[src/rtl/rv3n_func_wb.sv]
// Writeback collector: merges single-cycle ALU results with buffered
// multiply/divide results onto the single register-file write port.
`ifndef XLEN
`define XLEN 32
`endif

module rv3n_func_wb #(
  parameter int MD_DEPTH     = 4,
  parameter int STARVE_LIMIT = 8,
  parameter int XLEN         = `XLEN
) (
  input  logic            clk,
  input  logic            rst,
  input  logic            func_op_req_valid,
  input  logic [4:0]      func_op_req_rd,
  input  logic            func_op_ack_valid,
  input  logic [XLEN-1:0] func_op_ack_data,
  input  logic            func_md_ack_valid,
  input  logic [4:0]      func_md_ack_rd,
  input  logic [XLEN-1:0] func_md_ack_data,
  output logic            func_md_ack_ready,
  output logic            wb_valid,
  output logic [4:0]      wb_rd,
  output logic [XLEN-1:0] wb_data,
  output logic            wb_op_hold,
  output logic            wb_md_pending
);

  localparam int AW = (MD_DEPTH > 1) ? $clog2(MD_DEPTH) : 1;
  localparam int CW = AW + 1;
  localparam int SW = $clog2(STARVE_LIMIT + 1);

  logic [4:0]      r_op_rd;
  logic [4:0]      r_md_rd   [MD_DEPTH];
  logic [XLEN-1:0] r_md_data [MD_DEPTH];
  logic [AW-1:0]   r_rptr;
  logic [AW-1:0]   r_wptr;
  logic [CW-1:0]   r_count;
  logic [SW-1:0]   r_starve;
  logic            r_wb_valid;
  logic [4:0]      r_wb_rd;
  logic [XLEN-1:0] r_wb_data;
  logic            r_op_hold;
  logic            r_md_pending;

  logic            w_ready;
  logic            w_push;
  logic            w_has;
  logic            w_pop;
  logic [CW-1:0]   w_count_nxt;
  logic [SW-1:0]   w_starve_nxt;

  // Ready looks only at occupancy, so a same-cycle pop never frees a slot early.
  assign w_ready = (r_count < CW'(MD_DEPTH));
  assign w_push  = func_md_ack_valid & w_ready & (func_md_ack_rd != 5'd0);
  assign w_has   = (r_count != '0);
  assign w_pop   = ~func_op_ack_valid & w_has;

  always_comb begin
    w_count_nxt = r_count;
    if (w_push && !w_pop)      w_count_nxt = r_count + CW'(1);
    else if (!w_push && w_pop) w_count_nxt = r_count - CW'(1);
  end

  // Counts cycles the queued head loses to the ALU; saturates so a late ALU ack keeps the hold up.
  always_comb begin
    w_starve_nxt = r_starve;
    if (w_pop || !w_has)
      w_starve_nxt = '0;
    else if (func_op_ack_valid && (r_starve != SW'(STARVE_LIMIT)))
      w_starve_nxt = r_starve + SW'(1);
  end

  always_ff @(posedge clk or negedge rst) begin
    if (!rst) begin
      r_op_rd <= 5'd0;
    end else if (func_op_req_valid) begin
      r_op_rd <= func_op_req_rd;
    end
  end

  always_ff @(posedge clk) begin
    if (w_push) begin
      r_md_rd[r_wptr]   <= func_md_ack_rd;
      r_md_data[r_wptr] <= func_md_ack_data;
    end
  end

  always_ff @(posedge clk or negedge rst) begin
    if (!rst) begin
      r_rptr       <= '0;
      r_wptr       <= '0;
      r_count      <= '0;
      r_starve     <= '0;
      r_op_hold    <= 1'b0;
      r_md_pending <= 1'b0;
    end else begin
      if (w_push) r_wptr <= r_wptr + AW'(1);
      if (w_pop)  r_rptr <= r_rptr + AW'(1);
      r_count      <= w_count_nxt;
      r_starve     <= w_starve_nxt;
      r_op_hold    <= (r_starve == SW'(STARVE_LIMIT));
      r_md_pending <= (w_count_nxt != '0);
    end
  end

  always_ff @(posedge clk or negedge rst) begin
    if (!rst) begin
      r_wb_valid <= 1'b0;
      r_wb_rd    <= 5'd0;
      r_wb_data  <= '0;
    end else if (func_op_ack_valid) begin
      r_wb_valid <= (r_op_rd != 5'd0);
      r_wb_rd    <= r_op_rd;
      r_wb_data  <= func_op_ack_data;
    end else if (w_pop) begin
      r_wb_valid <= 1'b1;
      r_wb_rd    <= r_md_rd[r_rptr];
      r_wb_data  <= r_md_data[r_rptr];
    end else begin
      r_wb_valid <= 1'b0;
    end
  end

  assign func_md_ack_ready = w_ready;
  assign wb_valid          = r_wb_valid;
  assign wb_rd             = r_wb_rd;
  assign wb_data           = r_wb_data;
  assign wb_op_hold        = r_op_hold;
  assign wb_md_pending     = r_md_pending;

endmodule
[config.mk]
export PLATFORM = sky130hd
export DESIGN_NAME = rv3n_func_wb
export DESIGN_NICKNAME = d
export VERILOG_FILES = /design/src/rtl/rv3n_func_wb.sv
export SDC_FILE = /design/constraint.sdc
export NUM_CORES = 1
export LEC_CHECK = 0
export ABC_AREA = 0
export ABC_CLOCK_PERIOD_IN_PS = 2000
export CORE_MARGIN = 3
export CORE_UTILIZATION = 47
export CTS_BUF_LIST = sky130_fd_sc_hd__clkbuf_4 sky130_fd_sc_hd__clkbuf_8 sky130_fd_sc_hd__clkbuf_16
export DETAILED_ROUTE_END_ITERATION = 7
export PLACE_DENSITY_LB_ADDON = 0.12
export SLEW_MARGIN = 15
export SYNTH_ARGS = -nofsm -noshare
export SYNTH_HDL_FRONTEND = slang
export SYNTH_SLANG_ARGS = --single-unit
[constraint.sdc]
create_clock -name clk -period 2 [get_ports clk]
set_input_delay 0.2 -clock clk [delete_from_list [all_inputs] [get_ports clk]]
set_output_delay 0.2 -clock clk [all_outputs]
set_load 0.1 [all_outputs]
; Word-level counts from Yosys, hierarchy flattened
; Memories as Yosys holds them, arrays and structs flattened.
; Index checks and enable logic that the tools add are counted.
[classes]
order_cmp = 1
reduce_logical = 13
mux = 12
addsub = 5
n_eq_ne = 2
n_bitwise = 4
[ops]
columns = operator, n
row1 = $mux W32, 2
row2 = $mux W5, 2
row3 = $reduce_bool A5 Y1, 2
row4 = $mux W4, 2
row5 = $mux W3, 2
row6 = $reduce_bool A3 Y1, 2
row7 = $add A2 B1 Y2 const B, 2
row8 = $add A4 B1 Y4 const B, 1
row9 = $eq A4 B4 Y1 const B, 1
row10 = $mux W1, 4
row11 = $ne A4 B4 Y1 const B, 1
row12 = $reduce_bool A2 Y1, 2
row13 = $add A3 B1 Y3 const B, 1
row14 = $and A1 B1 Y1, 3
row15 = $logic_and A1 B1 Y1, 3
row16 = $logic_not A1 Y1, 3
row17 = $lt A3 B3 Y1 const B, 1
row18 = $sub A3 B1 Y3 const B, 1
row19 = $logic_or A1 B1 Y1, 1
row20 = $not A1 Y1, 1
[totals]
out_inout_bits = 41
ram_bits = 148
memories = 2
input_bits = 79
reg_bits = 56
word_cells = 49
[mem_list]
columns = memory, words, width, rd, rd_ports_with_merged_regs, write_ports, line_no
row1 = r_md_data, 4, 32, 1, 0, 1, 35  ; logic [XLEN-1:0] r_md_data [MD_DEPTH];
row2 = r_md_rd, 4, 5, 1, 0, 1, 34  ; logic [4:0] r_md_rd [MD_DEPTH];

; Depth between registers and ports, before layout
; Gate-level depths: netlist of run 1.
[logic_depth]
depth_word = 8
ltp_mapped = 7
mapped_depth_nobuf = 6

; Worst setup path before layout of run 1
; No wires, ideal clock.
[synth_timing]
path_kind = flip-flop to flip-flop
from = register r_count[2]
to = memory r_md_data[0][0] (netlist name) (enable)
n_path_buf = 1
required_time_ns = 1.602
t_arrival_ns = 1.816
setup_ns = 0.398
synth_period_minus_slack_ns = 2.214
slack_ns = -0.214
stages_incl_launch_ff = 5
path_cell_list = dfrtp_1 -> nor2b_1 -> o21a_1 -> buf_6 -> and2_1
[synth_via]
elab_chain_cells = 5
[synth_rtl]
columns = element, line_no
row1 = start: declaration, 38  ; logic [CW-1:0] r_count;
row2 = start signal: assignment, 100  ; r_count <= w_count_nxt;
row3 = $lt A3 B3 Y1, 54  ; assign w_ready = (r_count < CW'(MD_DEPTH));
row4 = $and A1 B1 Y1 (2 in a row), 55  ; assign w_push = func_md_ack_valid & w_ready & (func_md_ack_rd != 5'd0);
row5 = $mux W1, 83  ; if (w_push) begin
row6 = $mux W1 (implied by the code), 85  ; r_md_data[r_wptr] <= func_md_ack_data;
row7 = end: declaration, 35
; No other way between the ends.

; Worst setup path in the final report of run 1
[layout_timing]
from = register r_count[0]
to = register r_md_pending, in the netlist wb_md_pending
[layout_via]
elab_chain_cells = 8
elab_cells_between_ends = 14
cone_classes = 2 x add/sub / 1 x order compare / 2 x mux / 3 x bitwise / 6 x reduce/logical
[layout_rtl]
columns = element, line_no
row1 = $lt A3 B3 Y1, 54
row2 = $and A1 B1 Y1 (2 in a row), 55
row3 = $logic_not A1 Y1, 62  ; else if (!w_push && w_pop) w_count_nxt = r_count - CW'(1);
row4 = $logic_and A1 B1 Y1, 62
row5 = $mux W3, 62
row6 = $mux W3 *, 61  ; if (w_push && !w_pop) w_count_nxt = r_count + CW'(1);
row7 = $reduce_bool A3 Y1 *, 103  ; r_md_pending <= (w_count_nxt != '0);
row8 = end signal: assignment, 103
row9 = end: declaration, 44  ; logic r_md_pending;
; Every way passes the cells marked *; elsewhere a longest branch is shown, timed or not.
; A chain may end at the register's enable or synchronous reset.

==> results.txt, run 1 <==
Internal Power - 10.48 mW
DR WL/cell - 19.78 um
Top cell type by total area after synthesis - edfxtp_1
Core footprint - 16640 um^2
Setup repair bufs after CTS - 0
CP max FO - 5
Vias - 4405
CP startpoint kind - flip-flop
Grt total ovfl - 0
Seq pwr share - 35.4%
Pin count of the biggest net entering global routing - 41
Placer's final routability congestion estimate - 0.7564
CP endpoint kind - flip-flop
Clock slew at reported path FFs - 0.06 ns
Detail Route Antenna Nets - 0
Max-cap viol count - 0
Endpoints failing hold - 0
ANT cells - 0
Iteration-0 DRC Markers - 245
Clk_lat worst skew - 0.49 ns
Worst Tran Pin Value - 0.5178 ns
DP HPWL - 11100 um
M3 GR Usage - 3.603%
Final Slew Violations - 0
Unrepaired setup endpoints after global routing - false
Netlist Area Pre-Place - 8023 um^2
CP max stage delay - 0.43 ns
Gate power share - 39.3%
CTS tree - done
Worst path required time - 2.38 ns
DRC Markers - 0
Worst clock skew - 0.006230 ns
Port Buffer Count - 119
Worst-path cell with the longest stage delay - dfrtp_1
Met2 Use GR - 29.98%
Ports - 120
H-tree depth - 1
Power density over the cells - 1602 nW/um^2
Largest cells by area after synthesis - edfxtp_1 (55%), dfrtp_1 (17%), mux4_2 (10%), mux2i_1 (5.0%), o21ai_0 (2.4%)
Nets - 685
Initial core utilization - 48.21%
Worst slew margin - 65.48%
Yosys warns - 0
Share of cells above drive strength 1 - 26.43%
Fin crit period - 1.922 ns
Max IR drop VDD - 0.0008872 V
Vias/cell - 5.288
Row count - 47
Die Span Y - 136.7 um
Die W - 136.7 um
Number of global-route vias before repair - 4702
Tcrit/Tclk final - 96.12%
Leakage - 3.977 nW
Yosys reg bits - 204
Core Util, Final - 62.57%
Clk sinks - 204
Status - finished clean
DRT Pass-1 Iters - 4
Net count after synthesis - 535
Max frequency - 520.2 MHz
Grt peak-use layer - met2
CTS Buf Count - 22
Root Buffer - clkbuf_16
Routed WL - 16480 um
Cells after synthesis - 447
CP Class - reg2reg
Top cell type's share of synthesized area - 55.40%
Die Footprint - 18670 um^2
Setup violations, final - 0
GRT Overall Usage - 18.22%
Clock share of power - 25.3%
Data arrival, critical path - 2.31 ns
Mean post-synth cell area - 17.95 um^2
Initial antenna violation count - 0
Met1 global-route usage - 25.17%
Deepest clock path buffer count - 3
Setup TNS - 0 ns
P&R area growth vs syn - 29.80%
Seq/Total Area, Yosys - 72.86%
Yosys cell types - 31
First-pass GRT wire length - 25740 um
Total net switching power - 6.199 mW
Worst Hold Class - in2reg
Sw Ratio - 37.15%
Crit path cell chain - inv_1 -> ha_1 -> nor2b_1 -> nor2_1 -> or4_1 -> a31o_1
==> per-layer routing <==
metal / share of wire [%] / up-vias
met1: 42 / 2219
li1: - / 2026
met5: 0 / -
met3: 5.4 / 27
met2: 50 / 133
met4: 2.0 / 0
==> worst max-delay path: cells and delay by family (launching register included) <==
family	cells	cell delay, ns
AOI/OAI and AO/OA	1	0.24
and+or+nand+nor	3	0.82
buffers and inverters	1	0.12
DFF	1	0.43
adders and majority gates	1	0.21
==> cell usage after synthesis <==
cell,instances
edfxtp_1,148
dfrtp_1,56
nand2_1,43
mux2i_1,40
o21ai_0,38
mux4_2,37
clkbuf_1,9
ha_1,9
inv_1,8
buf_2,7
nor2_1,7
mux2_2,6
xnor2_1,6
and2_1,4
buf_4,4
o21ai_1,4
nor2b_1,3
a21oi_1,2
nand3_1,2
nor3_1,2
or4_1,2
a31o_1,1
a32o_1,1
buf_6,1
nand2b_1,1
nand4_1,1
o21a_1,1
o21ai_2,1
or4_4,1
xnor2_2,1
xor2_1,1
==> what timing repair did <==
action	CTS	global route
hold buffers	1	0
hold endpoints to repair	17	0
resized for setup	0	0
==> power by group through the flow <==
stage          clock [mW]  combinational, mW  sequential, mW
2_1_floorplan           0               2.66            8.06
3_3_place_gp            0               6.54            5.94
3_5_place_dp            0               6.62            5.99
4_1_cts              4.31               6.64            5.91
5_1_grt              4.49               6.93            5.99
6_report             4.23               6.56            5.90
==> through the flow <==
stage               instances  cell area, um^2  setup WS [ns]  hold WS [ns]  power [mW]
finish                    833            10410        0.07751        0.1182       16.68
global route              833            10410       0.006038        0.1230       17.41
CTS                       833            10410         0.1065       0.09932       16.86
detailed placement        792             9629        -0.1266        0.2148       12.61
global placement          792             9629        -0.1162        0.2008       12.47
floorplan                 447             8028         0.1749      -0.09559       10.72
==> layout by cell type, fill, tap and decap left out <==
| master | Yosys | layout |
|---|---|---|
| xor2_1 | 1 | 1 |
| or4_4 | 1 | 1 |
| o21ai_2 | 1 | 1 |
| or4_1 | 2 | 2 |
| and2_2 | 0 | 4 |
| dlygate4sd3_1 | 0 | 1 |
| mux4_2 | 37 | 37 |
| clkdlybuf4s50_1 | 0 | 76 |
| clkbuf_8 | 0 | 2 |
| a32o_1 | 1 | 1 |
| nand2b_2 | 0 | 1 |
| nor2_1 | 7 | 7 |
| clkinv_1 | 0 | 1 |
| ha_1 | 9 | 9 |
| clkbuf_4 | 0 | 6 |
| clkbuf_16 | 0 | 23 |
| clkinv_2 | 0 | 2 |
| o21a_1 | 1 | 1 |
| edfxtp_1 | 148 | 148 |
| xnor2_1 | 6 | 6 |
| buf_4 | 4 | 56 |
| nand4_1 | 1 | 1 |
| dfrtp_1 | 56 | 54 |
| nor2b_1 | 3 | 3 |
| o21ai_1 | 4 | 4 |
| buf_2 | 7 | 2 |
| inv_1 | 8 | 8 |
| xnor2_2 | 1 | 1 |
| clkinvlp_4 | 0 | 3 |
| mux2_2 | 6 | 6 |
| bufinv_16 | 0 | 3 |
| mux2i_1 | 40 | 40 |
| o21ai_0 | 38 | 38 |
| nand2_1 | 43 | 43 |
| a31o_1 | 1 | 1 |
| nand3_1 | 2 | 2 |
| buf_12 | 0 | 12 |
| a21oi_1 | 2 | 2 |
| nor3_1 | 2 | 2 |
| dfrtp_2 | 0 | 2 |
==> cells by family (layout without fill, tap and decap cells) <==
group / after synthesis / after routing / synth area share, %
and+or+nand+nor: 66 / 66 / 3.618
AOI/OAI and AO/OA: 48 / 48 / 3.182
xor gates and xnor gates: 8 / 8 / 0.9670
adders and majority gates: 9 / 9 / 1.404
buffers and inverters: 29 / 195 / 1.747
muxes: 83 / 83 / 16.22
DFF: 204 / 204 / 72.86
==> registers in the layout (all words and copies together) (netlist names), 2 cells and up <==
signal / count
r_md_data: 128
wb_data: 32
r_md_rd: 20
r_op_rd: 5
wb_rd: 5
r_starve: 4
r_count: 3
r_rptr: 2
r_wptr: 2
==> cell type report <==
type,count,area [um^2]
clock inverter,9,126.4
fill,1226,6228
multi-input combinational,214,2044
clock buffer,31,648.1
tap,220,275.3
sequential,204,5848
inverter,8,30.03
timing repair buffer,147,1441
==> final timing paths <==
kind,depth (start not counted),endpoint,startpoint,slack [ns]
setup reg to reg,6,wb_md_pending,r_count[0],0.08
setup / recovery,6,wb_md_pending,r_count[0],0.08
hold reg to reg,2,wb_rd[1],r_op_rd[1],0.52
max in group asynchronous,3,r_rptr[1],rst,1.17
hold / removal,3,wb_data[9],func_op_ack_valid,0.12
min in group asynchronous,2,wb_data[21],rst,0.21
Note: power is estimated with default switching activity, not from simulation.
==> inputs of run 2 (changes only) <==
--- a/config.mk
+++ b/config.mk
@@ -11,6 +11,7 @@
 export CORE_UTILIZATION = 47
 export CTS_BUF_LIST = sky130_fd_sc_hd__clkbuf_4 sky130_fd_sc_hd__clkbuf_8 sky130_fd_sc_hd__clkbuf_16
 export DETAILED_ROUTE_END_ITERATION = 7
+export HOLD_SLACK_MARGIN = 0.08
 export PLACE_DENSITY_LB_ADDON = 0.12
 export SLEW_MARGIN = 15
 export SYNTH_ARGS = -nofsm -noshare
==> results of run 2 <==
Same layout as run 1: the final DEF is identical, and so are final timing and power.
